File: config.mk
export PLATFORM = sky130hd
export DESIGN_NAME = regfile8_wb_arbiter
export DESIGN_NICKNAME = d
export VERILOG_FILES = /design/src/rtl/regfile8_wb_arbiter.sv
export SDC_FILE = /design/constraint.sdc
export NUM_CORES = 1
export LEC_CHECK = 0
export CAP_MARGIN = 15
export CORE_UTILIZATION = 43
export CTS_CLUSTER_DIAMETER = 30
export DETAILED_ROUTE_END_ITERATION = 7
export HOLD_SLACK_MARGIN = 0.05
export PLACE_DENSITY_LB_ADDON = 0.3
export SYNTH_ARGS = -nofsm -noshare
export SYNTH_HDL_FRONTEND = slang
export SYNTH_SLANG_ARGS = --single-unit
File: constraint.sdc
create_clock -name clk -period 2 [get_ports clk]
set_input_delay 0.4 -clock clk [delete_from_list [all_inputs] [get_ports clk]]
set_output_delay 0.4 -clock clk [all_outputs]
set_load 0.02 [all_outputs]
File: src/rtl/regfile8_wb_arbiter.sv
// Writeback arbiter for the 8-entry register file: round-robin between ALU and
// load results, a registered write port, and a pending-write scoreboard.
module regfile8_wb_arbiter #(
   parameter int DW = 32,
   parameter int AW = 3
) (
   input  logic              clk,
   input  logic              rst,
   input  logic              iss_v,
   input  logic [AW-1:0]     iss_rd,
   output logic              iss_ok,
   output logic [2**AW-1:0]  busy,
   output logic              waw_err,
   input  logic              alu_valid,
   input  logic [AW-1:0]     alu_rd,
   input  logic [DW-1:0]     alu_data,
   output logic              alu_ready,
   input  logic              mem_valid,
   input  logic [AW-1:0]     mem_rd,
   input  logic [DW-1:0]     mem_data,
   output logic              mem_ready,
   output logic              rf_we,
   output logic [AW-1:0]     rf_wa,
   output logic [DW-1:0]     rf_wd
);

   localparam int NR = 2**AW;
   localparam logic [NR-1:0] BUSY_MASK = {{(NR-1){1'b1}}, 1'b0};

   logic              pref_mem;
   logic              alu_gnt_p0;
   logic              mem_gnt_p0;
   logic              vld_p0;
   logic [AW-1:0]     win_rd_p0;
   logic [DW-1:0]     win_data_p0;
   logic [NR-1:0]     busy_set;
   logic [NR-1:0]     busy_clr;
   logic              iss_wr;

   // Stage p0: combinational grant; pref_mem names the side that wins a tie
   always_comb begin
      alu_gnt_p0 = 1'b0;
      mem_gnt_p0 = 1'b0;
      if (!rst) begin
         if (alu_valid && mem_valid) begin
            mem_gnt_p0 = pref_mem;
            alu_gnt_p0 = !pref_mem;
         end else begin
            alu_gnt_p0 = alu_valid;
            mem_gnt_p0 = mem_valid;
         end
      end
   end

   assign alu_ready   = alu_gnt_p0;
   assign mem_ready   = mem_gnt_p0;
   assign vld_p0      = alu_gnt_p0 || mem_gnt_p0;
   assign win_rd_p0   = mem_gnt_p0 ? mem_rd   : alu_rd;
   assign win_data_p0 = mem_gnt_p0 ? mem_data : alu_data;

   assign iss_wr = iss_v && (iss_rd != '0);
   assign iss_ok = !busy[iss_rd];

   // Set is applied after clear so a re-issue on the committing edge stays busy
   always_comb begin
      busy_set = '0;
      busy_clr = '0;
      if (rf_we)  busy_clr[rf_wa]  = 1'b1;
      if (iss_wr) busy_set[iss_rd] = 1'b1;
   end

   // Stage p1: registered write port and scoreboard state
   always_ff @(posedge clk) begin
      if (rst) begin
         pref_mem <= 1'b1;
         rf_we    <= 1'b0;
         rf_wa    <= '0;
         rf_wd    <= '0;
         busy     <= '0;
         waw_err  <= 1'b0;
      end else begin
         if (vld_p0) begin
            pref_mem <= alu_gnt_p0;
            rf_wa    <= win_rd_p0;
            rf_wd    <= win_data_p0;
         end
         rf_we <= vld_p0 && (win_rd_p0 != '0);
         busy  <= ((busy & ~busy_clr) | busy_set) & BUSY_MASK;
         if (iss_wr && busy[iss_rd])
            waw_err <= 1'b1;
      end
   end

endmodule

==> impl_metrics.py, run 1 <==
metrics = {
    "yosys": {
        "syn-num-nets": 360,
        "synth_cells": 282,
        "synth.most_common_cell": "dfxtp_1",
        "seq_area_frac_synth_pct": 37.0,
        "yosysWarnings": 0,
        "synthTopCellsByArea": "dfxtp_1 37%, o2111ai_1 13%, o31ai_1 11%",
        "syn_avg_cell_area_um2": 8.63,
        "ys_seq_elements": 45,
        "ys_async_sr_fraction_pct": 0,
        "synth_area_um2": 2430,
        "synth_common_cells": "45 x dfxtp_1, 37 x o21ai_0, 36 x o31ai_1, 35 x a31oi_1, 35 x o2111ai_1",
        "synth_area_leader_cell": "dfxtp_1",
        "yosysUniqueCellTypes": 38,
        "synth.top_cell.area_share_pct": 37.0,
        "ys.flop_type": "dfxtp_1",
        "synth_edf_count": 0,
    },
    "clock_tree": {
        "postCtsSetupBuffers": 0,
        "cts-root-buf": "clkbuf_8",
        "clock-sinks": 45,
        "tritoncts": "done",
        "holdBufCountCts": 0,
        "cts_buffers": 5,
        "htree_levels": 2,
        "clk_latency_ns": 0.29,
        "clockBufferDepth": 2,
        "clk_pin_slew_worst_paths_ns": 0.08,
    },
    "floorplanning": {
        "die-width_um": 77.2,
        "rows": 27,
        "core-area_um2": 5470,
        "fp.dieArea_um2": 5960,
        "ios": 126,
        "initial_utilization_pct": 44.4,
        "dieHeight_um": 77.2,
    },
    "placed_design": {
        "dp.cells": 458,
        "io_buffers": 124,
        "dp_slack_ns": -0.692,
        "gp_congestion": 0.881,
        "hpwl_um": 5130,
    },
    "hold_path": {
        "hp-class": "flip-flop to flip-flop",
    },
    "worst_setup_path": {
        "crit_path_start_kind": "input pin",
        "path_delay_family": "buffers and inverters",
        "worstPathRequired_ns": 1.60,
        "path_cells": "clkdlybuf4s50_1 -> buf_4 -> a221oi_2 -> or3_1 -> buf_2",
        "cp_slowest_cell": "clkdlybuf4s50_1",
        "crit_path_max_fanout": 3,
        "cp-end-kind": "output port",
        "critPathBufInv": 3,
        "slowest_delay_ns": 0.51,
        "crit_arrival_ns": 1.53,
        "worstSetupPathType": "input pin to output port",
    },
    "cells_and_area": {
        "syn2layout_area_growth_pct": 56.4,
        "instances_no_fill": 465,
        "antenna_cells": 0,
        "drive_above_1_share_pct": 10.9,
        "fin_nets": 471,
        "fillerInstances": 488,
        "final_util_pct": 69.5,
        "regArea_um2": 901,
        "multiInputGateArea_um2": 1290,
    },
    "power": {
        "power_density_nw_per_um2": 595,
        "ir_worst_vdd_uv": 312,
        "leakage_nw": 1.31,
    },
    "timing": {
        "finalClockSkew_ns": 0.00452,
        "holdWs_ns": 0.473,
        "max_freq_ghz": 0.517,
        "fin_tns_setup_ns": 0,
        "finalWorstSetupSlack_ns": 0.0666,
        "slew_violations": 0,
        "period_minus_slack_ns": 1.93,
        "setup_viol": 0,
        "rsz0062_at_grt": "no",
        "hold_viol": 0,
        "timing.final.crit_share_pct": 96.7,
    },
    "grt": {
        "grt_overflow": 0,
        "antenna_found_initial": 0,
        "track_usage_pct": 25.8,
        "grt_pass1_wl_um": 12500,
        "grt_pass1_vias": 2646,
        "grt_max_degree": 51,
    },
    "routing": {
        "wl_um": 7660,
        "vias": 2762,
        "vias_per_cell": 5.94,
        "drcViolationCount": 0,
        "ant_nets": 0,
        "drt_iter0_markers": 148,
        "drtPass1Iterations": 4,
        "wl_per_cell_um": 16.5,
    },
    "flow_run": {
        "max_cap_violations": 0,
    },
    "outcome": {
        "status": "complete, no violations",
    },
}
## layer usage
layer  vias to the layer above  wire length (um)  track usage [%]
li1                       1351                 -                -
met1                      1294              3330             31.9
met5                         -                 0                0
met2                       107              3650             42.1
met4                         0               114             8.49
met3                        10               566             8.33
## metrics by stage
stage	area, um^2	total power, W
floorplan	2430	0.00136
global placement	3730	0.00171
detailed placement	3730	0.00172
CTS	3820	0.00228
global route	3800	0.00238
finish	3800	0.00227
## state kept, by name, summed over array words and instances, names as in the netlist
| name | cells |
|---|---|
| pref_mem | 1 |
| waw_err | 1 |
| rf_wa | 3 |
| rf_we | 1 |
| busy | 7 |
| rf_wd | 32 |
## report_power, final
group | switching [W] | total (W) | internal [W]
Combinational | 0.000339 | 0.000695 | 0.000356
Clock | 0.000294 | 0.000569 | 0.000275
Sequential | 0.0000394 | 0.00100 | 0.000962
Total | 0.000673 | 0.00226 | 0.00159
## worst min-delay path, delay by kind of cell, from the launching register on
family / cells / cell delay, ns
AOI/OAI and AO/OA: 1 / 0.05
DFF: 1 / 0.34
and+or+nand+nor: 1 / 0.05
## layout make-up
cell class / count / share of cell area [%]
clock buffers: 7 / 2.27
multi-input cells: 190 / 34.0
repair buffers: 147 / 37.3
inverters: 4 / 0.395
flip-flops and latches: 45 / 23.7
well taps: 72 / 2.37
## cell families (layout without fill, tap and decap cells)
| logic type | after synthesis | in the layout | share of synthesized area (%) |
|---|---|---|---|
| compound gates | 162 | 162 | 45.9 |
| simple gates | 24 | 24 | 5.56 |
| flops | 45 | 45 | 37.0 |
| other cells | 1 | 1 | 0.154 |
| mux | 3 | 3 | 1.49 |
| buf+inv | 47 | 158 | 9.88 |
## path summary, 6_finish.rpt
kind             start       to  slack, ns  cells past startpoint
max reg2reg   pref_mem    rf_we       0.59                      4
min reg2reg    waw_err  waw_err       0.47                      2
min            waw_err  waw_err       0.47                      2
max          iss_rd[0]   iss_ok       0.07                      5
## cells in the final DEF (no fill, tap or decap), drive strengths merged
cell / Yosys / final
a211o: 1 / 1
a211oi: 2 / 2
a21oi: 7 / 7
a221oi: 1 / 1
a31oi: 35 / 35
and2b: 2 / 2
and3: 1 / 1
buf: 23 / 26
clkbuf: 20 / 8
clkdlybuf4s15: 0 / 1
clkdlybuf4s50: 0 / 118
clkinv: 2 / 1
conb: 1 / 1
dfxtp: 45 / 45
dlygate4sd2: 0 / 1
inv: 2 / 3
mux2: 2 / 2
mux2i: 1 / 1
nand2: 5 / 5
nand2b: 3 / 3
nand3: 4 / 4
nand4: 1 / 1
nor2: 1 / 1
nor2b: 2 / 2
nor3: 3 / 3
nor3b: 1 / 1
o2111ai: 35 / 35
o21ai: 41 / 41
o21ba: 1 / 1
o311ai: 1 / 1
o31a: 1 / 1
o31ai: 36 / 36
o41ai: 1 / 1
or3: 1 / 1
## timing repair
item / CTS / global route
resized for setup: 15 / 3
endpoints found under the setup margin: 3 / 2
endpoints found under the hold margin: 0 / 0
No activity file was read; power rests on OpenSTA's default activity.
==> run 2, diff against run 1 <==
--- a/config.mk
+++ b/config.mk
@@ -6,7 +6,9 @@
 export NUM_CORES = 1
 export LEC_CHECK = 0
 export CAP_MARGIN = 15
-export CORE_UTILIZATION = 43
+export CELL_PAD_IN_SITES_DETAIL_PLACEMENT = 1
+export CELL_PAD_IN_SITES_GLOBAL_PLACEMENT = 1
+export CORE_UTILIZATION = 28
 export CTS_CLUSTER_DIAMETER = 30
 export DETAILED_ROUTE_END_ITERATION = 7
 export HOLD_SLACK_MARGIN = 0.05
==> constraint.sdc (replaced) <==
create_clock -name clk -period 1.96 [get_ports clk]
set_input_delay 0.392 -clock clk [delete_from_list [all_inputs] [get_ports clk]]
set_output_delay 0.392 -clock clk [all_outputs]
set_load 0.02 [all_outputs]
==> run 2 against run 1 <==
Non-clock buffer count up 5; clock-buffer cell count up 1; largest power group unchanged; clock power up 0.7%; global-route usage down 5.6 points; wire length up 21%; core utilization down 23 points; critical path depth down 1.
==> impl_metrics.py, run 2 (synthesis results as in run 1) <==
metrics = {
    "cells_and_area": {
        "drive_above_1_share_pct": 12.3,
        "antenna_cells": 0,
        "largest_reg_flops": 32,
        "fin_nets": 476,
        "reg_top3": "rf_wd: 32 flops, busy: 7 flops, rf_wa: 3 flops",
        "syn2layout_area_growth_pct": 60.1,
        "fillerInstances": 969,
        "stdcell_area_um2": 3890,
        "mostFrequentLayoutCells": "117 x clkdlybuf4s50_1, 45 x dfxtp_1, 37 x o21ai_0",
        "largest_register": "rf_wd",
        "mostFrequentLayoutCell": "clkdlybuf4s50_1",
    },
    "worst_setup_path": {
        "crit_path_start_kind": "flip-flop",
        "crit_path_max_fanout": 2,
        "crit_arrival_ns": 1.49,
        "cp-end-kind": "output port",
        "worstPathRequired_ns": 1.57,
        "worstSetupPathType": "flip-flop to output port",
    },
    "timing": {
        "timing.final.crit_share_pct": 96.2,
        "finalClockSkew_ns": 0.00781,
        "setup_viol": 0,
        "max_freq_ghz": 0.531,
        "hold_viol": 0,
        "finalWorstSetupSlack_ns": 0.0754,
        "rsz0062_at_grt": "no",
        "fin_tns_setup_ns": 0,
        "slew_violations": 0,
        "period_minus_slack_ns": 1.88,
        "holdWs_ns": 0.466,
    },
    "floorplanning": {
        "fp.dieArea_um2": 9060,
        "ios": 126,
        "dieHeight_um": 95.2,
        "rows": 33,
        "initial_utilization_pct": 29.3,
        "core-area_um2": 8300,
        "die-width_um": 95.2,
    },
    "routing": {
        "wl_um": 9280,
        "vias": 2810,
        "vias_per_cell": 5.58,
        "drcViolationCount": 0,
        "drtPass1Iterations": 4,
        "ant_nets": 0,
        "drt_iter0_markers": 89,
        "wl_per_cell_um": 18.4,
    },
    "clock_tree": {
        "clock-sinks": 45,
        "cts-root-buf": "clkbuf_8",
        "tritoncts": "done",
        "clk_latency_ns": 0.30,
        "clk_pin_slew_worst_paths_ns": 0.08,
        "htree_levels": 2,
        "clockBufferDepth": 2,
        "cts_buffers": 5,
    },
    "power": {
        "power_density_nw_per_um2": 598,
        "ir_worst_vdd_uv": 239,
        "p_total_w": 0.00233,
        "leakage_nw": 1.34,
    },
    "grt": {
        "track_usage_pct": 20.2,
        "grt_overflow": 0,
        "antenna_found_initial": 0,
        "grt_pass1_wl_um": 14300,
        "grt_pass1_vias": 2865,
        "grt_max_degree": 43,
    },
    "placed_design": {
        "hpwl_um": 6430,
        "dp_slack_ns": -0.835,
        "dpl_cell_area_um2": 3800,
        "io_buffers": 124,
        "gp_congestion": 0.831,
    },
    "flow_run": {
        "max_cap_violations": 0,
    },
    "hold_path": {
        "hp-class": "flip-flop to flip-flop",
    },
    "outcome": {
        "status": "complete, no violations",
    },
}
[run 2: changes by cell type in the layout (fill, tap and decap cells not counted)]
cell / before / now
clkbuf_1: 1 / 3
clkbuf_8: 6 / 5
clkdlybuf4s50_1: 118 / 117
buf_4: 21 / 26
nor2b_2: 1 / 0
buf_2: 3 / 4
nor2b_4: 0 / 1
nor3b_2: 0 / 1
buf_6: 0 / 1
a221oi_2: 1 / 0
clkdlybuf4s15_2: 1 / 0
nor3b_1: 1 / 0
a221oi_4: 0 / 1
[run 2: critical path, stage by stage, from the launching register on]
cell and delay [ns]:
dfxtp_1 0.32, mux2_4 0.29, a221oi_4 0.31, or3_1 0.15, buf_4 0.13
[run 2: cell type report]
class                   count  area, um^2  share of cell area (%)
clock buffers               8        80.1                    2.06
inverters                   4        15.0                   0.386
well taps                 105         131                    3.37
multi-input cells         190        1320                    33.8
flip-flops and latches     45         901                    23.1
repair buffers            152        1450                    37.3
[run 2: worst paths after layout]
| path | slack [ns] | cells past startpoint | end | from |
|---|---|---|---|---|
| worst min-delay path | 0.47 | 2 | waw_err | waw_err |
| worst max-delay path | 0.08 | 4 | iss_ok | busy[4] |
| worst min register to register | 0.47 | 2 | waw_err | waw_err |
| worst max register to register | 0.55 | 4 | rf_we | pref_mem |
[run 2: per-stage QoR]
stage          instances  util [%]
2_1_floorplan        282         -
6_report             504      46.9
3_3_place_gp         495      45.8
5_1_grt              504      46.9
4_1_cts              503      46.9
3_5_place_dp         495      45.8
[run 2: timing repair]
| item | in CTS | in global routing |
|---|---|---|
| setup buffers | 0 | 1 |
| resized for setup | 25 | 3 |
| setup endpoints to repair | 3 | 2 |
| pin swaps | 1 | 1 |
| hold buffers | 0 | 0 |
[run 2: power breakdown]
part	leakage, nW	switching, W	internal, W
clock	0.0395	0.000318	0.000254
combinational	0.926	0.000363	0.000370
sequential	0.372	0.0000427	0.000982
[run 2: metal layers]
metal	global-route usage (%)	routed length (um)	vias to the layer above
li1	-	-	1369
met1	25.0	4130	1344
met2	34.8	4450	90
met3	5.34	636	7
met4	4.92	74	0
met5	0	0	-
